**src/rtl/timer_pkg.sv**
```systemverilog
// Shared definitions for the mm:ss countdown timer control path:
// FSM state encodings, BCD field width and default preset wrap limits.
package timer_pkg;

  localparam int BCD_W = 8;

  localparam logic [BCD_W-1:0] MAX_MIN_DEF = 8'h59;
  localparam logic [BCD_W-1:0] MAX_SEC_DEF = 8'h59;

  typedef enum logic [2:0] {
    ST_SET   = 3'd0,
    ST_IDLE  = 3'd1,
    ST_RUN   = 3'd2,
    ST_PAUSE = 3'd3,
    ST_DONE  = 3'd4
  } state_t;

endpackage

```
**src/rtl/bcd2_wrap_inc.sv**
```systemverilog
// Two-digit BCD increment by one, wrapping to 00 once the value reaches MAX.
// Purely combinational; the caller decides when to register the result.
module bcd2_wrap_inc
  import timer_pkg::*;
#(
  parameter logic [BCD_W-1:0] MAX = 8'h59
) (
  input  logic [BCD_W-1:0] val,
  output logic [BCD_W-1:0] inc
);

  // Wrap at MAX, otherwise carry from the ones digit into the tens digit.
  always_comb begin
    inc = val;
    if (val == MAX) begin
      inc = '0;
    end else if (val[3:0] == 4'd9) begin
      inc = {val[7:4] + 4'd1, 4'd0};
    end else begin
      inc = {val[7:4], val[3:0] + 4'd1};
    end
  end

endmodule

```
**src/rtl/countdown_timer_ctrl.sv**
```systemverilog
// Control FSM for the mm:ss BCD countdown timer: preset entry, start/stop,
// pause/resume and done/alarm handling. Drives load/dec_en strobes into the
// count datapath and watches its zero flag.
// Optional build macro DONE_BLINK_EN: done_led blinks (toggles per tick) while
// in DONE; without it done_led is held steady during DONE.
module countdown_timer_ctrl
  import timer_pkg::*;
#(
  parameter logic [BCD_W-1:0] MAX_MIN     = MAX_MIN_DEF,
  parameter logic [BCD_W-1:0] MAX_SEC     = MAX_SEC_DEF,
  parameter int unsigned      DONE_HOLD_S = 5
) (
  input  logic             clk,
  input  logic             rst,
  input  logic             tick_1hz,
  input  logic             setting,
  input  logic             min_pulse,
  input  logic             sec_pulse,
  input  logic             stsp_pulse,
  input  logic             pare_pulse,
  input  logic             cnt_zero,
  output logic [BCD_W-1:0] preset_min,
  output logic [BCD_W-1:0] preset_sec,
  output logic             load,
  output logic             dec_en,
  output logic             running,
  output logic             done_led,
  output logic [2:0]       state_o
);

  localparam logic [3:0] HOLD_LAST = 4'(DONE_HOLD_S - 1);

  state_t           state;
  logic [3:0]       hold_cnt;
  logic [BCD_W-1:0] min_inc;
  logic [BCD_W-1:0] sec_inc;

  bcd2_wrap_inc #(.MAX(MAX_MIN)) u_min_inc (.val(preset_min), .inc(min_inc));
  bcd2_wrap_inc #(.MAX(MAX_SEC)) u_sec_inc (.val(preset_sec), .inc(sec_inc));

  assign state_o = state;

  // FSM: state, DONE hold counter and registered strobes / indicators.
  always_ff @(posedge clk) begin
    if (rst) begin
      state    <= ST_IDLE;
      hold_cnt <= '0;
      load     <= 1'b0;
      dec_en   <= 1'b0;
      running  <= 1'b0;
      done_led <= 1'b0;
    end else begin
      load   <= 1'b0;
      dec_en <= 1'b0;
      if (setting) begin
        // Preset entry overrides everything; datapath follows the preset.
        state    <= ST_SET;
        load     <= 1'b1;
        running  <= 1'b0;
        done_led <= 1'b0;
        hold_cnt <= '0;
      end else begin
        case (state)
          ST_SET: begin
            // Final load so the datapath holds the last edited preset.
            state <= ST_IDLE;
            load  <= 1'b1;
          end
          ST_IDLE: begin
            if (stsp_pulse && !cnt_zero) begin
              state   <= ST_RUN;
              running <= 1'b1;
            end
          end
          ST_RUN: begin
            if (stsp_pulse) begin
              state   <= ST_IDLE;
              load    <= 1'b1;
              running <= 1'b0;
            end else if (pare_pulse) begin
              state   <= ST_PAUSE;
              running <= 1'b0;
            end else if (cnt_zero && !dec_en) begin
              // Zero is only trusted once no decrement is still settling;
              // a tick arriving at 00:00 is not turned into a decrement.
              state    <= ST_DONE;
              running  <= 1'b0;
              done_led <= 1'b1;
              hold_cnt <= '0;
            end else if (tick_1hz) begin
              dec_en <= 1'b1;
            end
          end
          ST_PAUSE: begin
            if (stsp_pulse) begin
              state <= ST_IDLE;
              load  <= 1'b1;
            end else if (pare_pulse) begin
              state   <= ST_RUN;
              running <= 1'b1;
            end
          end
          ST_DONE: begin
            if (stsp_pulse || (tick_1hz && hold_cnt == HOLD_LAST)) begin
              state    <= ST_IDLE;
              load     <= 1'b1;
              done_led <= 1'b0;
            end else if (tick_1hz) begin
              hold_cnt <= hold_cnt + 4'd1;
`ifdef DONE_BLINK_EN
              done_led <= ~done_led;
`else
              done_led <= 1'b1;
`endif
            end
          end
          default: begin
            state <= ST_IDLE;
          end
        endcase
      end
    end
  end

  // Preset registers: edited only while already in SET with setting held.
  always_ff @(posedge clk) begin
    if (rst) begin
      preset_min <= '0;
      preset_sec <= '0;
    end else if (state == ST_SET && setting) begin
      if (min_pulse) preset_min <= min_inc;
      if (sec_pulse) preset_sec <= sec_inc;
    end
  end

endmodule
```
**config.mk**
```make
export PLATFORM = sky130hd
export DESIGN_NAME = countdown_timer_ctrl
export DESIGN_NICKNAME = d
export VERILOG_FILES = /design/src/rtl/timer_pkg.sv /design/src/rtl/bcd2_wrap_inc.sv /design/src/rtl/countdown_timer_ctrl.sv
export SDC_FILE = /design/constraint.sdc
export NUM_CORES = 1
export LEC_CHECK = 0
export ABC_AREA = 1
export BUFFER_PORTS_ARGS = -buffer_cell sky130_fd_sc_hd__buf_2
export CAP_MARGIN = 20
export CORE_MARGIN = 4
export CORE_UTILIZATION = 55
export CTS_CLUSTER_DIAMETER = 50
export CTS_CLUSTER_SIZE = 12
export DETAILED_ROUTE_END_ITERATION = 8
export PLACE_DENSITY = 0.79
export SLEW_MARGIN = 20
export SYNTH_ARGS = -nofsm -noshare
export SYNTH_HDL_FRONTEND = slang
export SYNTH_HIERARCHICAL = 1
export SYNTH_SLANG_ARGS = --single-unit
```
**constraint.sdc**
```tcl
create_clock -name clk -period 1.5 [get_ports clk]
set_input_delay 0 -clock clk [delete_from_list [all_inputs] [get_ports clk]]
set_output_delay 0 -clock clk [all_outputs]
set_load 0.05 [all_outputs]
```
After elaboration in Yosys (flattened, before gate mapping)
Cells that the tools add are included.

storage, ports and cells
  RAM bits = 0
  input bits = 9
  output and inout bits = 23
  memory bits (read-only) = 0
  latch bits = 0
  logic and storage cells = 103
  flip-flop bits (word level) = 27
  memories = 0

cells by class
  eq/ne operators = 25
  divide/modulo/power cells = 0
  bitwise logic cells = 1
  add/subtract/negate cells = 5
  $lt $le $gt $ge = 0
  multipliers = 0
  reductions and logical operators = 24
  multiplexer cells = 37
  shifts and indexed selects = 0

operator list
  operator             number
  $mux 8               4
  $mux 3               7
  $add 4x1->4 const B  5
  $mux 4               5
  $ne 2x2->1 const B   9
  $eq 8x7->1 const B   2
  $mux 1               16
  $ne 3x3->1 const B   4
  $pmux 3 s4           1
  $reduce_and 5->1     2
  $eq 4x4->1 const B   2
  $ne 4x4->1 const B   2
  $pmux 4 s2           1
  $reduce_and 4->1     2
  $eq 3x2->1 const B   2
  $pmux 1 s3           2
  $reduce_and 3->1     2
  $reduce_and 6->1     1
  $reduce_bool 2->1    3
  $reduce_or 6->1      1
  $ne 5x5->1 const B   1
  $eq 4x3->1 const B   1
  $logic_and 1x1->1    4
  $reduce_and 2->1     2
  other kinds (9)      11

Logic depth before layout (Yosys ltp)
Gate-level depths: netlist (run 1).

  word-level depth = 7
  gate-level depth with buffers = 11
  depth with buffers taken out = 11

By module
The synthesis (run 1) kept the hierarchy.

modules (own cells, without submodules)
  module                times used  area each (µm²)  cells an instance  seq. area each (µm²)
  countdown_timer_ctrl  1           1,312.5          191                540.5
  bcd2_wrap_inc         2           214.0            36                 0.0

Least setup slack after synthesis (run 1)
No wires, ideal clock.

  kind = reg2reg
  start point = register preset_min[0]
  end point = register preset_min[7]
  required time = 1.381 ns
  period minus slack after synthesis = 1.703 ns
  arrival time = 1.583 ns
  path buffers = 0
  path slack = -0.203 ns
  setup time = 0.119 ns
  cell stages (with the launch flop) = 9
  cells stage by stage = dfxtp_1 > ha_1 > nand2_2 > nor2_4 > nand2_1 > nand2_1 > a21oi_2 > o21ai_0 > a21oi_1

between the ends
  elaborated cells on any way between the ends = 5
  classes of those cells = 2 x eq/ne; 1 x mux; 2 x reduce/logical

RTL lines
  element                   RTL line                     source
  start: declaration        countdown_timer_ctrl.sv:22   output logic [BCD_W-1:0] preset_min,
  start signal: assignment  countdown_timer_ctrl.sv:131  if (min_pulse) preset_min <= min_inc;
  $eq 8x7->1                bcd2_wrap_inc.sv:15          if (val == MAX) begin
  $mux 8                    bcd2_wrap_inc.sv:15
  net min_inc[7]            countdown_timer_ctrl.sv:35   logic [BCD_W-1:0] min_inc;

The timed path passes the listed nets, and every way through them passes these cells.
A chain may end at the register's enable or synchronous reset.

Worst setup path after layout (run 1)
  start point = register hold_cnt[1]
  end point = register hold_cnt[1]

between the ends
  word-level cells in the longest chain between the ends = 5
  elaborated cells on any way between the ends = 9
  classes of those cells = 1 x add/sub; 2 x eq/ne; 3 x mux; 3 x reduce/logical

RTL lines
  element                                                              RTL line                     source
  start: declaration                                                   countdown_timer_ctrl.sv:34   logic [3:0] hold_cnt;
  start signal: assignment                                             countdown_timer_ctrl.sv:109  hold_cnt <= hold_cnt + 4'd1;
  parallel branches: the longest is 5 deep, another holds $add 4x1->4  --

Parallel ways; which one is timed is not known. The select of a mux whose other input is x is not followed.

==> results of run 1 <==
==> worst max-delay path: stages (launching register included) <==
cell      delay (ns)
dfxtp_1         0.37
inv_1           0.05
ha_1            0.17
nand2_1         0.05
inv_1           0.03
nand2_1         0.09
nand2_2         0.09
o21bai_4        0.20
nand2_2         0.10
inv_2           0.07
nor2_1          0.04
nor2_1          0.07
==> layout make-up <==
cell class	instances	area, µm²	share of cell area [%]
multi-input combinational	183	1012	48.21
sequential	27	558.0	26.58
timing repair buffer	44	260.3	12.40
inverter	50	187.7	8.939
tap	44	55.05	2.622
clock buffer	4	26.28	1.251
==> per-stage QoR <==
| step | hold WS (ns) | instance area [µm²] | cells | utilization, % | worst slack [ns] |
|---|---|---|---|---|---|
| after floorplan | 0.06941 | 1754 | 263 | - | 0.01293 |
| after global placement | 0.2048 | 2011 | 343 | 66.41 | 0.04666 |
| after detailed placement | 0.2130 | 2011 | 343 | 66.41 | 0.002406 |
| after CTS | 0.01404 | 2071 | 350 | 68.39 | 0.08156 |
| after global routing | 0.008518 | 2100 | 352 | 69.34 | 0.002704 |
| final | 0.009650 | 2100 | 352 | 69.34 | 0.1231 |
==> repair_timing <==
action	in CTS	in global routing
pin swaps	0	3
buffers inserted	0	2
endpoints found under the setup margin	4	8
gates cloned	0	0
hold endpoints to repair	2	0
hold buffers	3	0
resized for setup	1	7
==> path summary, 6_finish.rpt <==
check / from / endpoint / slack (ns) / cells after the start
hold reg to reg: done_led / done_led / 0.46 / 2
setup reg to reg: hold_cnt[1] / hold_cnt[1] / 0.12 / 11
hold / removal: cnt_zero / dec_en / 0.01 / 4
setup / recovery: hold_cnt[1] / hold_cnt[1] / 0.12 / 11
==> state kept, by name (all words and copies together), names as in the netlist <==
name,cells
load,1
preset_sec,8
hold_cnt,4
dec_en,1
preset_min,8
done_led,1
state_o,3
running,1
==> kinds of logic after synthesis <==
group / count (synthesis)
AO/OA/AOI/OAI: 55
XOR/XNOR: 5
adder cells (fa/ha/maj): 10
buffers and inverters: 53
flip-flops: 27
AND/OR/NAND/NOR: 113
==> layout by cell type (no fill, tap or decap), drive strengths merged <==
cell type / Yosys / final
o31ai: 1 / 1
o21bai: 3 / 3
dfxtp: 27 / 27
ha: 10 / 10
nand3: 28 / 28
xnor2: 1 / 1
xor2: 4 / 4
a31oi: 1 / 1
nor3: 3 / 3
nand4: 3 / 3
buf: 2 / 41
nand2: 46 / 46
a21oi: 28 / 28
dlygate4sd3: 0 / 3
o21ai: 22 / 22
inv: 50 / 50
nor2: 33 / 33
clkbuf: 1 / 4
==> routing by layer <==
layer	track usage [%]	share of wire, %	vias to the layer above
met4	6.332	2.1	0
li1	-	-	935
met5	0	0	-
met3	2.285	3.9	8
met2	34.02	46	37
met1	24.06	48	795
==> power by group <==
| group | switching [mW] | internal [mW] | total [mW] |
|---|---|---|---|
| registers | 0.0535 | 0.764 | 0.817 |
| clock network | 0.204 | 0.104 | 0.308 |
| logic | 0.339 | 0.146 | 0.485 |
| total | 0.596 | 1.01 | 1.61 |
==> impl_metrics.yaml, run 1 <==
status:
  outcome: "complete, no violations"
pwr:
  leakage_nw: 0.9623
  ir_drop_v: 0.0005256
  power_density_mw_per_mm2: 766.7
  totalPowerFinal_mw: 1.610
worst_setup_path:
  crit_required_ns: 1.77
  endpoint_kind: "register"
  arrival_ns: 1.65
  startpoint_type: "register"
  critical_path.max_fanout: 5
  crit_type: "register to register"
global_routing:
  antenna_found_initial: 0
  gr-total-overflow: 0
  grt_pass1_vias: 1599
  grt_use_total_pct: 19.24
  grt_max_degree: 18
  grt_pass1_wl_mm: 6.617
synth:
  postSynthCellCount: 263
  yosysWarnings: 6
  synth_nets: 282
  synth_simple_gate_area_share_pct: 30.77
  yosys.area.top_type: "dfxtp_1"
  synth_commonest_cells: "49 x inv_1, 43 x nand2_1, 28 x nor2_1, 27 x dfxtp_1, 26 x a21oi_1"
  synth-compound-area-share_pct: 16.89
  yosysSeqAreaShare_pct: 31.06
  synth_top_family_by_area: "simple AND/OR/NAND/NOR gates"
  avgSynthCellArea_um2: 6.618
  synth_edf_count: 0
  yosys-top-cells-area: "dfxtp_1 31%, inv_1 11%, nand2_1 9.3%"
  ys.flop_type: "dfxtp_1"
  yosysMostFrequentCell: "inv_1"
  synth.distinct_cells: 24
  yosysTopAreaCellShare_pct: 31.06
  ys_async_sr_fraction_pct: 0
  syn_area_mm2: 0.001740
  ys_ff_latch: 27
  synthAdderAreaFrac_pct: 7.189
  synthXorXnorAreaFrac_pct: 2.516
  synthMuxAreaShare_pct: 0
cts:
  clkTransAtPathRegs_ns: 0.15
  cts-root-buf: "clkbuf_4"
  cts_buffers: 3
  clock_latency_ns: 0.32
  clock_path_buffers: 2
  htreeDepth: 1
  cts_tree: "done"
  numClockSinks: 27
route:
  drtPass1Iterations: 4
  wl_per_cell_um: 10.76
  finalWirelength_mm: 3.788
  vias: 1775
  first_iter_violations: 76
  antenna_left: 0
  drc: 0
  viasPerCell: 5.043
sta:
  drv_slew: 0
  setup_violations: 0
  hold_viol_final: 0
  min_period_ns: 1.377
  setup_tns_ns: 0
  fin_crit_sh_pct: 91.80
  tightest_slew_ns: 0.4497
  relSlewSlack_pct: 69.99
  max_freq_mhz: 726.3
  finalClockSkew_ns: 0.01277
  rsz0062_at_grt: "false"
worst_hold_path:
  hold_path_class: "primary input to register"
cells_and_area:
  nFillCells: 290
  syn_to_final_growth_pct: 20.63
  fin_nets: 328
  drive_gt1_share_pct: 24.35
  diodes: 0
run:
  drv_cap: 0
placed_design:
  hpwl_mm: 2.964
  io_buffers: 31
  gp_congestion: 0.8722
die:
  design.die.area_mm2: 0.004128
  rows: 20
  initial_utilization_pct: 57.48
  io_pins: 32
  coreArea_mm2: 0.003028
  die_h_um: 64.25
  die_x_um: 64.25
Note: power is estimated with default switching activity, not from simulation.
==> run 2, diff against run 1 <==
- CORE_ASPECT_RATIO: unset -> 1.4
==> run 2 against run 1 <==
Net effect:
- combinational power down 2%
- register-to-register slack lost 0.03 ns
- die area up 0.31%
- power up 6.7%
- worst hold slack better by 0.027 ns
- clock-buffer cell count is 1 lower
- sequential share of layout area fell by 0.051 points
- worst setup slack got worse by 0.035 ns
- critical endpoint is now preset_sec[4]
==> impl_metrics.yaml, run 2 (synthesis results as in run 1) <==
pwr:
  ir_drop_v: 0.0005553
  leakage_nw: 0.9710
  power_density_mw_per_mm2: 814.4
sta:
  tightest_slew_ns: 0.4416
  holdWs_ns: 0.03652
  drv_slew: 0
  relSlewSlack_pct: 70.53
  fin_crit_sh_pct: 94.11
  max_freq_mhz: 708.4
  rsz0062_at_grt: "true"
  setup_violations: 0
  finalClockSkew_ns: 0.007600
  hold_viol_final: 0
  min_period_ns: 1.412
cells_and_area:
  nFillCells: 290
  fin_util_pct: 71.13
  drive_gt1_share_pct: 26.38
  reg_top3: "preset_min (8), preset_sec (8), hold_cnt (4)"
  final_cell_mix: "48 x inv_1, 41 x nand2_1, 31 x buf_2"
  syn_to_final_growth_pct: 21.14
  final_common_cell: "inv_1"
  fin_nets: 327
  diodes: 0
worst_setup_path:
  arrival_ns: 1.58
  crit_required_ns: 1.67
  critical_path.max_fanout: 7
  slowest_stage: "dfxtp_2"
  startpoint_type: "register"
  endpoint_kind: "register"
  crit_type: "register to register"
  critPathMostFrequentCell: "o21ai_0"
  cpPeakStageDelay_ns: 0.38
  crit_chain: "ha_1 -> nand2_2 -> nor2_4 -> buf_4 -> o21ai_0 -> o21ai_0 -> a21oi_1"
die:
  initial_utilization_pct: 58.72
  coreArea_mm2: 0.002964
  io_pins: 32
  rows: 23
  die_h_um: 74.56
  die_x_um: 55.54
  design.die.area_mm2: 0.004141
cts:
  htreeDepth: 1
  clock_path_buffers: 2
  clock_latency_ns: 0.27
  clkTransAtPathRegs_ns: 0.10
  cts_tree: "done"
  numClockSinks: 27
  cts-root-buf: "clkbuf_8"
  cts_buffers: 3
route:
  drtPass1Iterations: 4
  wl_per_cell_um: 11.53
  antenna_left: 0
  first_iter_violations: 71
  viasPerCell: 5.145
  drc: 0
  finalWirelength_mm: 3.968
  vias: 1770
global_routing:
  gr-total-overflow: 0
  grt_pass1_vias: 1537
  grt_pass1_wl_mm: 6.361
  grt_use_total_pct: 18.60
  grt_max_degree: 18
  antenna_found_initial: 0
run:
  drv_cap: 0
placed_design:
  hpwl_mm: 2.906
  io_buffers: 31
  gp_congestion: 0.8811
worst_hold_path:
  hold_path_class: "primary input to register"
status:
  outcome: "complete, no violations"
-- run 2: repair_timing --
action	CTS	global route
gates resized for setup	1	9
endpoints found under the setup margin	4	8
buffers inserted	0	5
hold buffers	1	0
endpoints found under the hold margin	1	0
pin swaps	0	3
-- run 2: stage by stage --
step	std cells	area, µm²	total power, mW	TNS (ns)	setup WS (ns)
after global placement	334	1987	1.294	0	0.05273
after floorplan	263	1754	1.186	0	0.01293
after detailed placement	334	1987	1.303	-0.05288	-0.01589
after CTS	339	2047	1.725	0	0.09232
after global routing	344	2108	1.817	-0.01546	-0.01248
final	344	2108	1.717	0	0.08841
-- run 2: path summary, 6_finish.rpt --
check / slack [ns] / cells past startpoint / end / start
setup / recovery: 0.09 / 7 / preset_sec[4] / preset_sec[0]
hold / removal: 0.04 / 3 / load / setting
setup reg to reg: 0.09 / 7 / preset_sec[4] / preset_sec[0]
hold reg to reg: 0.45 / 2 / done_led / done_led
-- run 2: power breakdown --
group | internal, mW | switching, mW | leakage (nW)
clock network | 0.186 | 0.233 | 0.0255
registers | 0.763 | 0.0570 | 0.226
logic | 0.143 | 0.335 | 0.720
total | 1.09 | 0.625 | 0.971
-- run 2: cell type report --
cell class                      instances  area (µm²)  area share, %
Clock inverter                          1       5.005         0.2374
Clock buffer                            3       41.29          1.958
Sequential cell                        27       559.3          26.53
Timing Repair Buffer                   43       247.7          11.75
Multi-Input combinational cell        183        1021          48.43
Tap cell                               37       46.29          2.196
Inverter                               50       187.7          8.902
-- run 2: worst max-delay path: cells and delay by family (launching register included) --
kind | cells | cell delay (ns)
DFF | 1 | 0.38
and+or+nand+nor | 2 | 0.29
AOI/OAI and AO/OA | 3 | 0.29
adders and majority gates | 1 | 0.20
buffers and inverters | 1 | 0.14
-- run 2: layer usage --
layer	track usage (%)	share of wire, %	up-vias
met1	21.22	43	802
met4	4.595	1.0	0
met3	2.257	3.0	7
met2	36.58	53	34
met5	0	0	-
li1	-	-	927
==> run 3, diff against run 2 <==
- clock period: 1.5 -> 1.55 ns (I/O delays scaled with it)
==> run 3 against run 2 <==
Net effect:
- global-route usage is 0.82 points higher
- clock-buffer cell count is 1 higher
- fmax is 0.14% higher
- sequential power is 3.2% lower
- clock power is 6.0% lower
- register-to-register slack better by 0.05 ns
- die area stayed put
- worst hold slack better by 0.018 ns
- routed wire length is 4.1% lower
- largest cell class unchanged
==> impl_metrics.yaml, run 3 (synthesis results as in run 1) <==
die:
  die_h_um: 74.56
  design.die.area_mm2: 0.004141
  io_pins: 32
  die_x_um: 55.54
  rows: 23
  initial_utilization_pct: 58.72
  coreArea_mm2: 0.002964
cells_and_area:
  diodes: 0
  syn_to_final_growth_pct: 17.47
  final_common_cell: "inv_1"
  fin_nets: 321
  reg_top3: "preset_min (8), preset_sec (8), hold_cnt (4)"
  drive_gt1_share_pct: 22.59
  final_cell_mix: "49 x inv_1, 41 x nand2_1, 31 x buf_2"
  instances_no_fill: 338
sta:
  setup_tns_ns: 0
  relSlewSlack_pct: 70.56
  finalClockSkew_ns: 0.003231
  max_freq_mhz: 709.4
  drv_slew: 0
  min_period_ns: 1.410
  tightest_slew_ns: 0.4411
  hold_viol_final: 0
  rsz0062_at_grt: "false"
  setup_violations: 0
  fin_crit_sh_pct: 90.95
  holdWs_ns: 0.05473
placed_design:
  hpwl_mm: 2.896
  io_buffers: 31
  gp_congestion: 0.9419
  place_inst: 333
worst_setup_path:
  arrival_ns: 1.57
  crit_required_ns: 1.71
  endpoint_kind: "register"
  crit_type: "register to register"
  critical_path.max_fanout: 7
  startpoint_type: "register"
global_routing:
  grt_use_total_pct: 19.42
  grt_max_degree: 18
  grt_pass1_wl_mm: 6.644
  antenna_found_initial: 0
  grt_pass1_vias: 1598
  gr-total-overflow: 0
route:
  viasPerCell: 5.293
  finalWirelength_mm: 3.807
  drtPass1Iterations: 5
  antenna_left: 0
  first_iter_violations: 57
  vias: 1789
  drc: 0
  wl_per_cell_um: 11.26
cts:
  post_cts_buffers: 0
  clock_latency_ns: 0.27
  cts_tree: "done"
  numClockSinks: 27
  cts_buffers: 3
  clkTransAtPathRegs_ns: 0.09
  clock_path_buffers: 2
  cts-root-buf: "clkbuf_8"
  htreeDepth: 1
pwr:
  power_density_mw_per_mm2: 803.3
  ir_drop_v: 0.0006064
  leakage_nw: 0.9401
run:
  drv_cap: 0
worst_hold_path:
  hold_path_class: "primary input to register"
status:
  outcome: "complete, no violations"
==> run 3: critical path, cell delays in order (launching register included) <==
cell and delay, ns:
dfxtp_2 0.37, nor2_4 0.14, nand2_1 0.19, inv_1 0.15, nand3_1 0.08, nand2_1 0.13
inv_1 0.05, a21oi_1 0.15, nor2_1 0.05
==> run 3: cell type report <==
class | count | area (µm²)
clock buffer | 4 | 45.04
fill | 280 | 919.6
inverter | 50 | 187.7
multi-input combinational | 183 | 1008
sequential | 27 | 554.3
tap | 37 | 46.29
timing repair buffer | 37 | 202.7
==> run 3: what timing repair did <==
item	in CTS	in global routing
endpoints found under the setup margin	0	4
hold buffers	1	0
endpoints found under the hold margin	1	0
gates resized for setup	0	5
==> run 3: through the flow <==
stage,utilization (%),total power [mW],area [µm²],worst slack (ns)
2_1_floorplan,-,1.147,1752,0.01338
6_report,68.97,1.642,2044,0.1404
4_1_cts,68.55,1.666,2032,0.1006
3_5_place_dp,66.69,1.260,1977,0.1230
5_1_grt,68.97,1.749,2044,0.008195
3_3_place_gp,66.69,1.254,1977,0.1565
==> run 3: path summary, 6_finish.rpt <==
| kind | from | end | slack [ns] | cells past startpoint |
|---|---|---|---|---|
| setup / recovery | state_o[1] | state_o[1] | 0.14 | 8 |
| hold / removal | tick_1hz | done_led | 0.05 | 3 |
| setup reg to reg | state_o[1] | state_o[1] | 0.14 | 8 |
| hold reg to reg | done_led | done_led | 0.45 | 2 |
==> run 3: per-layer routing <==
layer,track usage (%),vias to the layer above,routed length [µm]
met2,36.58,49,1921
met5,0,-,0
met1,22.21,817,1633
li1,-,915,-
met3,2.951,8,180
met4,7.027,0,71
==> run 3: where the power goes <==
group | total (mW) | switching (mW) | internal [mW] | leakage, nW
combinational | 0.455 | 0.322 | 0.133 | 0.693
clock | 0.394 | 0.210 | 0.184 | 0.0228
sequential | 0.794 | 0.0551 | 0.739 | 0.225
total | 1.64 | 0.587 | 1.06 | 0.940
